[src/rtl/debug_bridge_pkg.sv]
// Shared types and field helpers for the debug write bridge.
// A buffered entry is {addr, data}; the control word carries the CPU-reset and overflow-clear bits.
package debug_bridge_pkg;

  localparam int unsigned ADDR_W  = 16;
  localparam int unsigned DATA_W  = 16;
  localparam int unsigned ENTRY_W = ADDR_W + DATA_W;

  // Entry field slices
  localparam int unsigned ENTRY_ADDR_MSB = 31;
  localparam int unsigned ENTRY_ADDR_LSB = 16;
  localparam int unsigned ENTRY_DATA_MSB = 15;
  localparam int unsigned ENTRY_DATA_LSB = 0;

  // Control register bit positions
  localparam int unsigned CTRL_CPU_RST = 0;
  localparam int unsigned CTRL_OVF_CLR = 1;

  // Bridge FSM encoding
  typedef logic [0:0] state_t;
  localparam state_t StIdle = 1'b0;
  localparam state_t StReq  = 1'b1;

  function automatic logic [ENTRY_W-1:0] pack_entry(input logic [ADDR_W-1:0] addr,
                                                    input logic [DATA_W-1:0] data);
    return {addr, data};
  endfunction

  function automatic logic [ADDR_W-1:0] entry_addr(input logic [ENTRY_W-1:0] entry);
    return entry[ENTRY_ADDR_MSB:ENTRY_ADDR_LSB];
  endfunction

  function automatic logic [DATA_W-1:0] entry_data(input logic [ENTRY_W-1:0] entry);
    return entry[ENTRY_DATA_MSB:ENTRY_DATA_LSB];
  endfunction

endpackage

[src/rtl/debug_fifo.sv]
// Single-clock FIFO buffering debug writes; full is derived from the registered count only,
// so a pop in the same cycle never makes room for a push.
module debug_fifo #(
  parameter int unsigned WIDTH = 32,
  parameter int unsigned DEPTH = 4,
  localparam int unsigned PtrW = (DEPTH > 1) ? $clog2(DEPTH) : 1,
  localparam int unsigned CntW = $clog2(DEPTH) + 1
) (
  input  logic             sys_clk,
  input  logic             sys_rst_n,
  input  logic             push_i,
  input  logic [WIDTH-1:0] wdata_i,
  input  logic             pop_i,
  output logic [WIDTH-1:0] rdata_o,
  output logic [CntW-1:0]  count_o,
  output logic             full_o,
  output logic             empty_o
);

  logic [WIDTH-1:0] mem_q [DEPTH];
  logic [PtrW-1:0]  wr_ptr_q, wr_ptr_d;
  logic [PtrW-1:0]  rd_ptr_q, rd_ptr_d;
  logic [CntW-1:0]  count_q, count_d;
  logic             do_push, do_pop;

  assign full_o  = (count_q == CntW'(DEPTH));
  assign empty_o = (count_q == '0);
  assign count_o = count_q;
  assign rdata_o = mem_q[rd_ptr_q];

  assign do_push = push_i & ~full_o;
  assign do_pop  = pop_i & ~empty_o;

  // Pointers wrap naturally because DEPTH is a power of two
  always_comb begin
    wr_ptr_d = wr_ptr_q;
    rd_ptr_d = rd_ptr_q;
    count_d  = count_q;
    if (do_push) begin
      wr_ptr_d = wr_ptr_q + 1'b1;
    end
    if (do_pop) begin
      rd_ptr_d = rd_ptr_q + 1'b1;
    end
    case ({do_push, do_pop})
      2'b10:   count_d = count_q + 1'b1;
      2'b01:   count_d = count_q - 1'b1;
      default: count_d = count_q;
    endcase
  end

  always_ff @(posedge sys_clk or negedge sys_rst_n) begin
    if (!sys_rst_n) begin
      wr_ptr_q <= '0;
      rd_ptr_q <= '0;
      count_q  <= '0;
    end else begin
      wr_ptr_q <= wr_ptr_d;
      rd_ptr_q <= rd_ptr_d;
      count_q  <= count_d;
    end
  end

  always_ff @(posedge sys_clk) begin
    if (do_push) begin
      mem_q[wr_ptr_q] <= wdata_i;
    end
  end

endmodule

[src/rtl/debug_write_bridge.sv]
// Buffers debug write strobes and replays them in order onto a req/ack bus; writes to CTRL_ADDR
// are consumed locally to drive the CPU reset line and clear the sticky overflow flag.
module debug_write_bridge
  import debug_bridge_pkg::*;
#(
  parameter int unsigned FIFO_DEPTH   = 4,
  parameter logic [15:0] CTRL_ADDR    = 16'hFFFF,
  parameter logic        CPU_RST_INIT = 1'b0
) (
  input  logic        sys_clk,
  input  logic        sys_rst_n,
  input  logic        dbg_wr_i,
  input  logic [15:0] dbg_waddr_i,
  input  logic [15:0] dbg_wdata_i,
  output logic        mem_req_o,
  output logic [15:0] mem_addr_o,
  output logic [15:0] mem_data_o,
  input  logic        mem_ack_i,
  output logic        cpu_reset_o,
  output logic        overflow_o,
  output logic        busy_o
);

  localparam int unsigned CntW = $clog2(FIFO_DEPTH) + 1;

  logic [ENTRY_W-1:0] head_entry;
  logic [ADDR_W-1:0]  head_addr;
  logic [DATA_W-1:0]  head_data;
  logic [CntW-1:0]    fifo_count;
  logic               fifo_full, fifo_empty, fifo_pop;

  state_t             state_q, state_d;
  logic               req_q, req_d;
  logic [ADDR_W-1:0]  addr_q, addr_d;
  logic [DATA_W-1:0]  data_q, data_d;
  logic               cpu_rst_q, cpu_rst_d;
  logic               ovf_q, ovf_d;
  logic               ovf_set, ovf_clr;

  debug_fifo #(
    .WIDTH (ENTRY_W),
    .DEPTH (FIFO_DEPTH)
  ) u_fifo (
    .sys_clk   (sys_clk),
    .sys_rst_n (sys_rst_n),
    .push_i    (dbg_wr_i),
    .wdata_i   (pack_entry(dbg_waddr_i, dbg_wdata_i)),
    .pop_i     (fifo_pop),
    .rdata_o   (head_entry),
    .count_o   (fifo_count),
    .full_o    (fifo_full),
    .empty_o   (fifo_empty)
  );

  assign head_addr = entry_addr(head_entry);
  assign head_data = entry_data(head_entry);

  // A strobe arriving while full is lost; the FIFO ignores it on its own
  assign ovf_set = dbg_wr_i & fifo_full;

  always_comb begin
    state_d   = state_q;
    req_d     = req_q;
    addr_d    = addr_q;
    data_d    = data_q;
    cpu_rst_d = cpu_rst_q;
    fifo_pop  = 1'b0;
    ovf_clr   = 1'b0;
    case (state_q)
      StIdle: begin
        if (!fifo_empty) begin
          if (head_addr == CTRL_ADDR) begin
            fifo_pop  = 1'b1;
            cpu_rst_d = head_data[CTRL_CPU_RST];
            ovf_clr   = head_data[CTRL_OVF_CLR];
          end else begin
            // Entry stays queued until acknowledged so busy_o and full stay accurate
            addr_d  = head_addr;
            data_d  = head_data;
            req_d   = 1'b1;
            state_d = StReq;
          end
        end
      end
      StReq: begin
        if (mem_ack_i) begin
          req_d    = 1'b0;
          fifo_pop = 1'b1;
          state_d  = StIdle;
        end
      end
      default: begin
        req_d   = 1'b0;
        state_d = StIdle;
      end
    endcase

    // Set has priority over a clear landing in the same cycle
    if (ovf_set) begin
      ovf_d = 1'b1;
    end else if (ovf_clr) begin
      ovf_d = 1'b0;
    end else begin
      ovf_d = ovf_q;
    end
  end

  always_ff @(posedge sys_clk or negedge sys_rst_n) begin
    if (!sys_rst_n) begin
      state_q   <= StIdle;
      req_q     <= 1'b0;
      addr_q    <= '0;
      data_q    <= '0;
      cpu_rst_q <= CPU_RST_INIT;
      ovf_q     <= 1'b0;
    end else begin
      state_q   <= state_d;
      req_q     <= req_d;
      addr_q    <= addr_d;
      data_q    <= data_d;
      cpu_rst_q <= cpu_rst_d;
      ovf_q     <= ovf_d;
    end
  end

  assign mem_req_o   = req_q;
  assign mem_addr_o  = addr_q;
  assign mem_data_o  = data_q;
  assign cpu_reset_o = cpu_rst_q;
  assign overflow_o  = ovf_q;
  assign busy_o      = (fifo_count != '0) | (state_q == StReq);

endmodule

[config.mk]
export PLATFORM = sky130hd
export DESIGN_NAME = debug_write_bridge
export DESIGN_NICKNAME = d
export VERILOG_FILES = /design/src/rtl/debug_bridge_pkg.sv /design/src/rtl/debug_fifo.sv /design/src/rtl/debug_write_bridge.sv
export SDC_FILE = /design/constraint.sdc
export NUM_CORES = 1
export LEC_CHECK = 0
export ABC_AREA = 1
export CAP_MARGIN = 20
export CORE_ASPECT_RATIO = 1.25
export CORE_MARGIN = 2
export CORE_UTILIZATION = 30
export CTS_CLUSTER_SIZE = 14
export DETAILED_ROUTE_END_ITERATION = 10
export GPL_TIMING_DRIVEN = 0
export SLEW_MARGIN = 20
export SYNTH_ARGS = -nofsm -noshare
export SYNTH_HDL_FRONTEND = slang
export SYNTH_HIERARCHICAL = 1
export SYNTH_SLANG_ARGS = --single-unit
export TNS_END_PERCENT = 5
[constraint.sdc]
create_clock -name sys_clk -period 6.1 [get_ports sys_clk]
set_input_delay 0.61 -clock sys_clk [delete_from_list [all_inputs] [get_ports sys_clk]]
set_output_delay 0.61 -clock sys_clk [all_outputs]
set_load 0.05 [all_outputs]
==> results of run 1 <==
==> sequential cells by signal, indices dropped and copies added, names as in the netlist <==
| name | count |
|---|---|
| cpu_reset_o | 1 |
| mem_addr_o | 16 |
| mem_data_o | 16 |
| mem_req_o | 1 |
| overflow_o | 1 |
| state_q | 1 |
| u_fifo/count_o | 3 |
| u_fifo/mem_q | 128 |
| u_fifo/rd_ptr_q | 2 |
| u_fifo/wr_ptr_q | 2 |
==> cell type report <==
type | count | area share
flip-flops and latches | 171 | 0.552
clock inverters | 15 | 0.0212
inverters | 84 | 0.0354
diodes | 1 | 0.000281
repair buffers | 76 | 0.0921
clock buffers | 17 | 0.0477
well taps | 288 | 0.0404
plain buffers | 30 | 0.0283
multi-input cells | 325 | 0.183
==> cell usage after synthesis <==
| cell | n |
|---|---|
| buf_4 | 4 |
| o21ai_0 | 2 |
| o211ai_1 | 64 |
| inv_1 | 82 |
| nand4_1 | 1 |
| clkbuf_1 | 1 |
| inv_2 | 2 |
| nand3_1 | 41 |
| edfxtp_1 | 128 |
| nor2_2 | 1 |
| nor2_1 | 8 |
| nor3_1 | 1 |
| nand2_4 | 1 |
| buf_2 | 10 |
| xnor2_1 | 1 |
| ha_1 | 5 |
| dfrtp_1 | 43 |
| nand2_1 | 198 |
| nor2_4 | 1 |
| fa_1 | 1 |
| buf_6 | 15 |
==> worst max-delay path, stage by stage, from the launching register on <==
cell	delay [ns]
dfrtp_1	0.37
buf_2	0.16
inv_1	0.18
buf_4	0.24
o211ai_1	0.11
nand2_1	0.11
nand2_1	0.08
nor2_1	0.13
nand2_1	0.13
nor2_4	0.18
nand2_1	0.09
nand2_1	0.12
nand2_1	0.08
inv_1	0.07
ha_1	0.17
inv_1	0.07
fa_1	0.38
nand2_1	0.10
nand3_1	0.07
nand2_1	0.06
nand2_1	0.04
==> power breakdown <==
group / switching, mW / total [mW] / internal, mW
logic: 1.37 / 2.05 / 0.684
clock network: 0.510 / 1.07 / 0.560
registers: 0.116 / 1.70 / 1.58
total: 1.99 / 4.82 / 2.82
==> stage by stage <==
step | total power, mW | utilization | area (um^2) | hold slack [ns] | std cells
floorplan | 3.08 | - | 7090 | 0.314 | 610
global placement | 3.72 | 0.353 | 8160 | 0.457 | 969
detailed placement | 3.78 | 0.359 | 8300 | 0.462 | 974
CTS | 4.86 | 0.386 | 8910 | 0.216 | 1006
global route | 5.11 | 0.386 | 8910 | 0.244 | 1006
finish | 4.82 | 0.386 | 8920 | 0.211 | 1007
==> layer usage <==
metal / track usage / share of wire / vias to the layer above
met4: 0.0517 / 0.017 / 0
met3: 0.0284 / 0.046 / 16
met1: 0.157 / 0.42 / 2211
met5: 0 / 0 / -
li1: - / - / 2247
met2: 0.237 / 0.52 / 113
==> how the worst max path moves through the flow <==
stage	startpoint	endpoint	slack [ns]	cells after the start
3_5_place_dp	u_fifo/rd_ptr_q[1]	u_fifo/count_o[2]	3.09	20
2_1_floorplan	dbg_wr_i	u_fifo/mem_q[0][0]	3.56	2
5_1_grt	u_fifo/rd_ptr_q[1]	u_fifo/count_o[2]	2.77	20
4_1_cts	u_fifo/rd_ptr_q[1]	u_fifo/count_o[2]	3.04	20
3_3_place_gp	dbg_wr_i	u_fifo/mem_q[2][16]	1.80	3
6_report	u_fifo/rd_ptr_q[1]	u_fifo/count_o[2]	3.03	20
==> cells by family (layout without fill, tap and decap cells) <==
family | Yosys count | count (layout) | synth area share
other | 0 | 1 | 0
adders and majority gates | 6 | 6 | 0.0117
and+or+nand+nor | 252 | 252 | 0.144
buffers and inverters | 114 | 222 | 0.0801
DFF | 171 | 171 | 0.694
xor gates and xnor gates | 1 | 1 | 0.00124
AOI/OAI and AO/OA | 66 | 66 | 0.0692
==> impl_metrics.yaml, run 1 <==
outcome:
  status: "complete, no violations"
timing:
  setup_viol: 0
  setup_ws_ns: 3.03
  worst_pin_slew_ns: 0.646
  hold_viol: 0
  post-route-min-period_ns: 3.07
  fin_crit_sh: 0.503
  timing.setup.tns_ns: 0
  rsz0062_at_grt: "no"
  final.setup_skew_ns: 0.0142
  maxSlewHeadroom: 0.570
  fmax_mhz: 326
  slew_viol_final: 0
drt:
  drcViolationCount: 0
  routedWlPerCell_um: 15.8
  num_vias: 4587
  ant_nets: 0
  firstDrtPassIters: 6
  drt_iter0_markers: 333
  routed_wl_um: 15900
  via_per_inst: 4.56
place:
  dp_hpwl_um: 10900
  portBuffers: 71
  place_ws_ns: 3.09
  place_congestion: 0.757
synthesis:
  ys_ff_latch: 171
  syn_nets: 652
  ys_seq_area_frac: 0.694
  synth_area_leaders: "edfxtp_1, dfrtp_1, nand2_1"
  synth_top_area_share: 0.542
  yosysTopAreaCell: "edfxtp_1"
  syn_area_um2: 7090
  synth_cells: 610
  yosysUniqueCellTypes: 21
  yosys_warnings: 6
  postSynthAreaPerCell_um2: 11.6
finish:
  regArea_um2: 4920
  final_common_cell: "nand2_1"
  layout-drive-gt1-share: 0.106
  area.growth.synth_to_final_pct: 25.8
  fillers: 2214
  final_cell_mix: "nand2_1, edfxtp_1, inv_1"
  final_nets: 747
  multi_input_area_um2: 1630
critical_path:
  rr_startpoint: "u_fifo/rd_ptr_q[1]"
  worst_ep_arrival_time_ns: 3.38
  critPathMaxFanout: 10
  ff2ff_setup_slack_ns: 3.03
  rr_endpoint: "u_fifo/count_o[2]"
  crit_type: "register to register"
  critPathRequiredTime_ns: 6.41
  crit_path_start_kind: "register"
  ff2ff_path_depth: 20
  end_kind: "register"
clock_network:
  cts_hold_buf: 0
  cts_buffers: 17
  clockBufferDepth: 2
  clock-sinks: 171
  post_cts_buffers: 0
  clk_pin_slew_ns: 0.07
  root_buffer: "clkbuf_16"
  htreeDepth: 4
  clk_latency_ns: 0.42
  cts_tree: "done"
  cts_resized: 0
run:
  drv_cap: 0
floorplan:
  start_util: 0.307
  core_region_area_um2: 23100
  rows: 62
  ioPinCount: 72
  chipHeight_um: 176
  fp.dieArea_um2: 24900
  die_w_um: 141
global_routing:
  grt-ovfl-total: 0
  grt_pass1_wl_um: 24800
  antenna_found_initial: 0
  grt_pass1_vias: 4628
  grt_max_degree: 24
  track_usage: 0.133
hold_path:
  min_path_type: "primary input to asynchronous set/reset pin"
power_and_ir_drop:
  peakVddDrop_v: 0.000237
  leakagePower_nw: 3.71
  p_per_area_nw_per_um2: 540
No activity file was read; power rests on OpenSTA's default activity.
==> run 2: changes to the inputs <==
==> constraint.sdc (replaced) <==
create_clock -name sys_clk -period 2.49 [get_ports sys_clk]
set_input_delay 0.249 -clock sys_clk [delete_from_list [all_inputs] [get_ports sys_clk]]
set_output_delay 0.249 -clock sys_clk [all_outputs]
set_load 0.05 [all_outputs]
==> impl_metrics.yaml, run 2 (synthesis gave the netlist of run 1 again) <==
floorplan:
  core_region_area_um2: 23100
  rows: 62
  fp.dieArea_um2: 24900
  start_util: 0.307
  die_w_um: 141
  ioPinCount: 72
  chipHeight_um: 176
clock_network:
  cts_tree: "done"
  clk_latency_ns: 0.43
  clockBufferDepth: 2
  root_buffer: "clkbuf_16"
  clock-sinks: 171
  htreeDepth: 4
  cts_buffers: 17
  clk_pin_slew_ns: 0.07
drt:
  drt_iter0_markers: 348
  num_vias: 5006
  routedWlPerCell_um: 16.0
  firstDrtPassIters: 6
  ant_nets: 0
  drcViolationCount: 0
  via_per_inst: 4.59
  routed_wl_um: 17500
critical_path:
  critPathMaxStageDelay_ns: 0.40
  path_cells: "clkinv_4 -> buf_12 -> buf_8 -> o211ai_1 -> nand2_1 -> buf_4 -> buf_4 -> buf_4 -> buf_4 -> buf_4 -> buf_4 -> buf_4 -> buf_4 -> buf_4 -> buf_4 -> buf_4 -> nand3_2 -> nand2_1"
  cp_slowest_cell: "dfrtp_2"
  crit_type: "register to register"
  crit_path_start_kind: "register"
  worst_ep_arrival_time_ns: 3.02
  critPathMaxFanout: 6
  crit_family: "buffers and inverters"
  end_kind: "register"
  critPathRequiredTime_ns: 2.81
  cpMostUsedCell: "buf_4"
  cp.buffers_inverters: 14
outcome:
  status: "finished with violations"
  violations: "setup timing"
finish:
  post-route-util: 0.424
  regMostFlops: "u_fifo/mem_q"
  multi_input_area_um2: 1700
  largest_reg_flops: 128
  final_nets: 831
  fin_area_um2: 9810
  layout-drive-gt1-share: 0.227
  regArea_um2: 4920
  area.growth.synth_to_final_pct: 38.4
  final_common_cell: "nand2_1"
  fillers: 2088
  final_cell_mix: "nand2_1, edfxtp_1, inv_1, buf_4, clkdlybuf4s50_1"
global_routing:
  grt_max_degree: 24
  antenna_found_initial: 0
  grt-ovfl-total: 0
  track_usage: 0.145
  grt_pass1_wl_um: 27400
  grt_pass1_vias: 5250
place:
  portBuffers: 71
  place_congestion: 0.757
  place_area_um2: 8300
  dp_hpwl_um: 10900
timing:
  timing.setup.tns_ns: -1.40
  worst_pin_slew_ns: 0.652
  setup_viol: 8
  setup_ws_ns: -0.216
  fmax_mhz: 370
  hold_viol: 0
  slew_viol_final: 0
  post-route-min-period_ns: 2.71
  final.setup_skew_ns: 0.0185
  fin_crit_sh: 1.09
  rsz0062_at_grt: "yes"
  maxSlewHeadroom: 0.565
power_and_ir_drop:
  p_seq_frac: 0.306
  power_frac_clock: 0.193
  peakVddDrop_v: 0.000610
  combPwrFrac: 0.502
  p_switching_mw: 5.40
  p_per_area_nw_per_um2: 1390
  p_int_mw: 8.25
  power.total_mw: 13.6
  p_sw_frac: 0.396
  leakagePower_nw: 4.18
run:
  drv_cap: 0
hold_path:
  min_path_type: "primary input to asynchronous set/reset pin"
==> run 2: cell types whose count changed in the layout (fill, tap and decap cells not counted), moves of 6 or more <==
cell,delta
buf_4,+74
buf_6,-6
buf_8,+11
nand2_1,-12
nand2_2,+12
==> run 2: power by group through the flow <==
stage          sequential, mW  combinational, mW  clock [mW]
3_3_place_gp             4.24               4.88           0
5_1_grt                  4.24               7.39        2.77
4_1_cts                  4.17               6.56        2.66
2_1_floorplan            5.10               2.43           0
3_5_place_dp             4.22               5.05           0
6_report                 4.17               6.85        2.63
==> run 2: final cells by class <==
class,instances,share of cell area
Inverter,84,0.0334
Clock buffer,17,0.0434
Timing Repair Buffer,161,0.158
Antenna cell,1,0.000255
Tap cell,288,0.0367
Clock inverter,15,0.0193
Multi-Input combinational cell,325,0.173
Buffer,29,0.0337
Sequential cell,171,0.502
==> run 2: path summary, 6_finish.rpt <==
| kind | from | endpoint | slack [ns] | depth (start not counted) |
|---|---|---|---|---|
| min | sys_rst_n | mem_data_o[3] | 0.40 | 2 |
| max in group asynchronous | sys_rst_n | u_fifo/rd_ptr_q[0] | 1.54 | 3 |
| min in group sys_clk | mem_ack_i | state_q | 0.44 | 2 |
| max reg2reg | u_fifo/rd_ptr_q[0] | mem_addr_o[13] | -0.22 | 18 |
| min reg2reg | mem_data_o[2] | mem_data_o[2] | 0.47 | 2 |
| max | u_fifo/rd_ptr_q[0] | mem_addr_o[13] | -0.22 | 18 |
==> run 2: timing repair <==
| item | CTS | global route |
|---|---|---|
| hold buffers | 1 | 0 |
| setup buffers | 77 | 4 |
| cloned | 2 | 1 |
| pin swaps | 23 | 16 |
| gates resized for setup | 48 | 16 |
| endpoints found under the hold margin | 22 | 0 |
| setup endpoints to repair | 3 | 8 |
==> run 2: layer usage <==
| layer | up-vias | part of all wire | track usage |
|---|---|---|---|
| met5 | - | 0 | 0 |
| met4 | 0 | 0.035 | 0.0796 |
| met3 | 39 | 0.047 | 0.0289 |
| met2 | 147 | 0.51 | 0.251 |
| met1 | 2403 | 0.41 | 0.169 |
| li1 | 2417 | - | - |
==> run 2: through the flow <==
step,cells,hold slack [ns],setup WS (ns)
global route,1090,0.436,-0.414
global placement,969,0.457,-1.45
detailed placement,974,0.311,-0.519
floorplan,610,-0.0466,-0.0183
CTS,1086,0.414,-0.165
finish,1091,0.402,-0.216
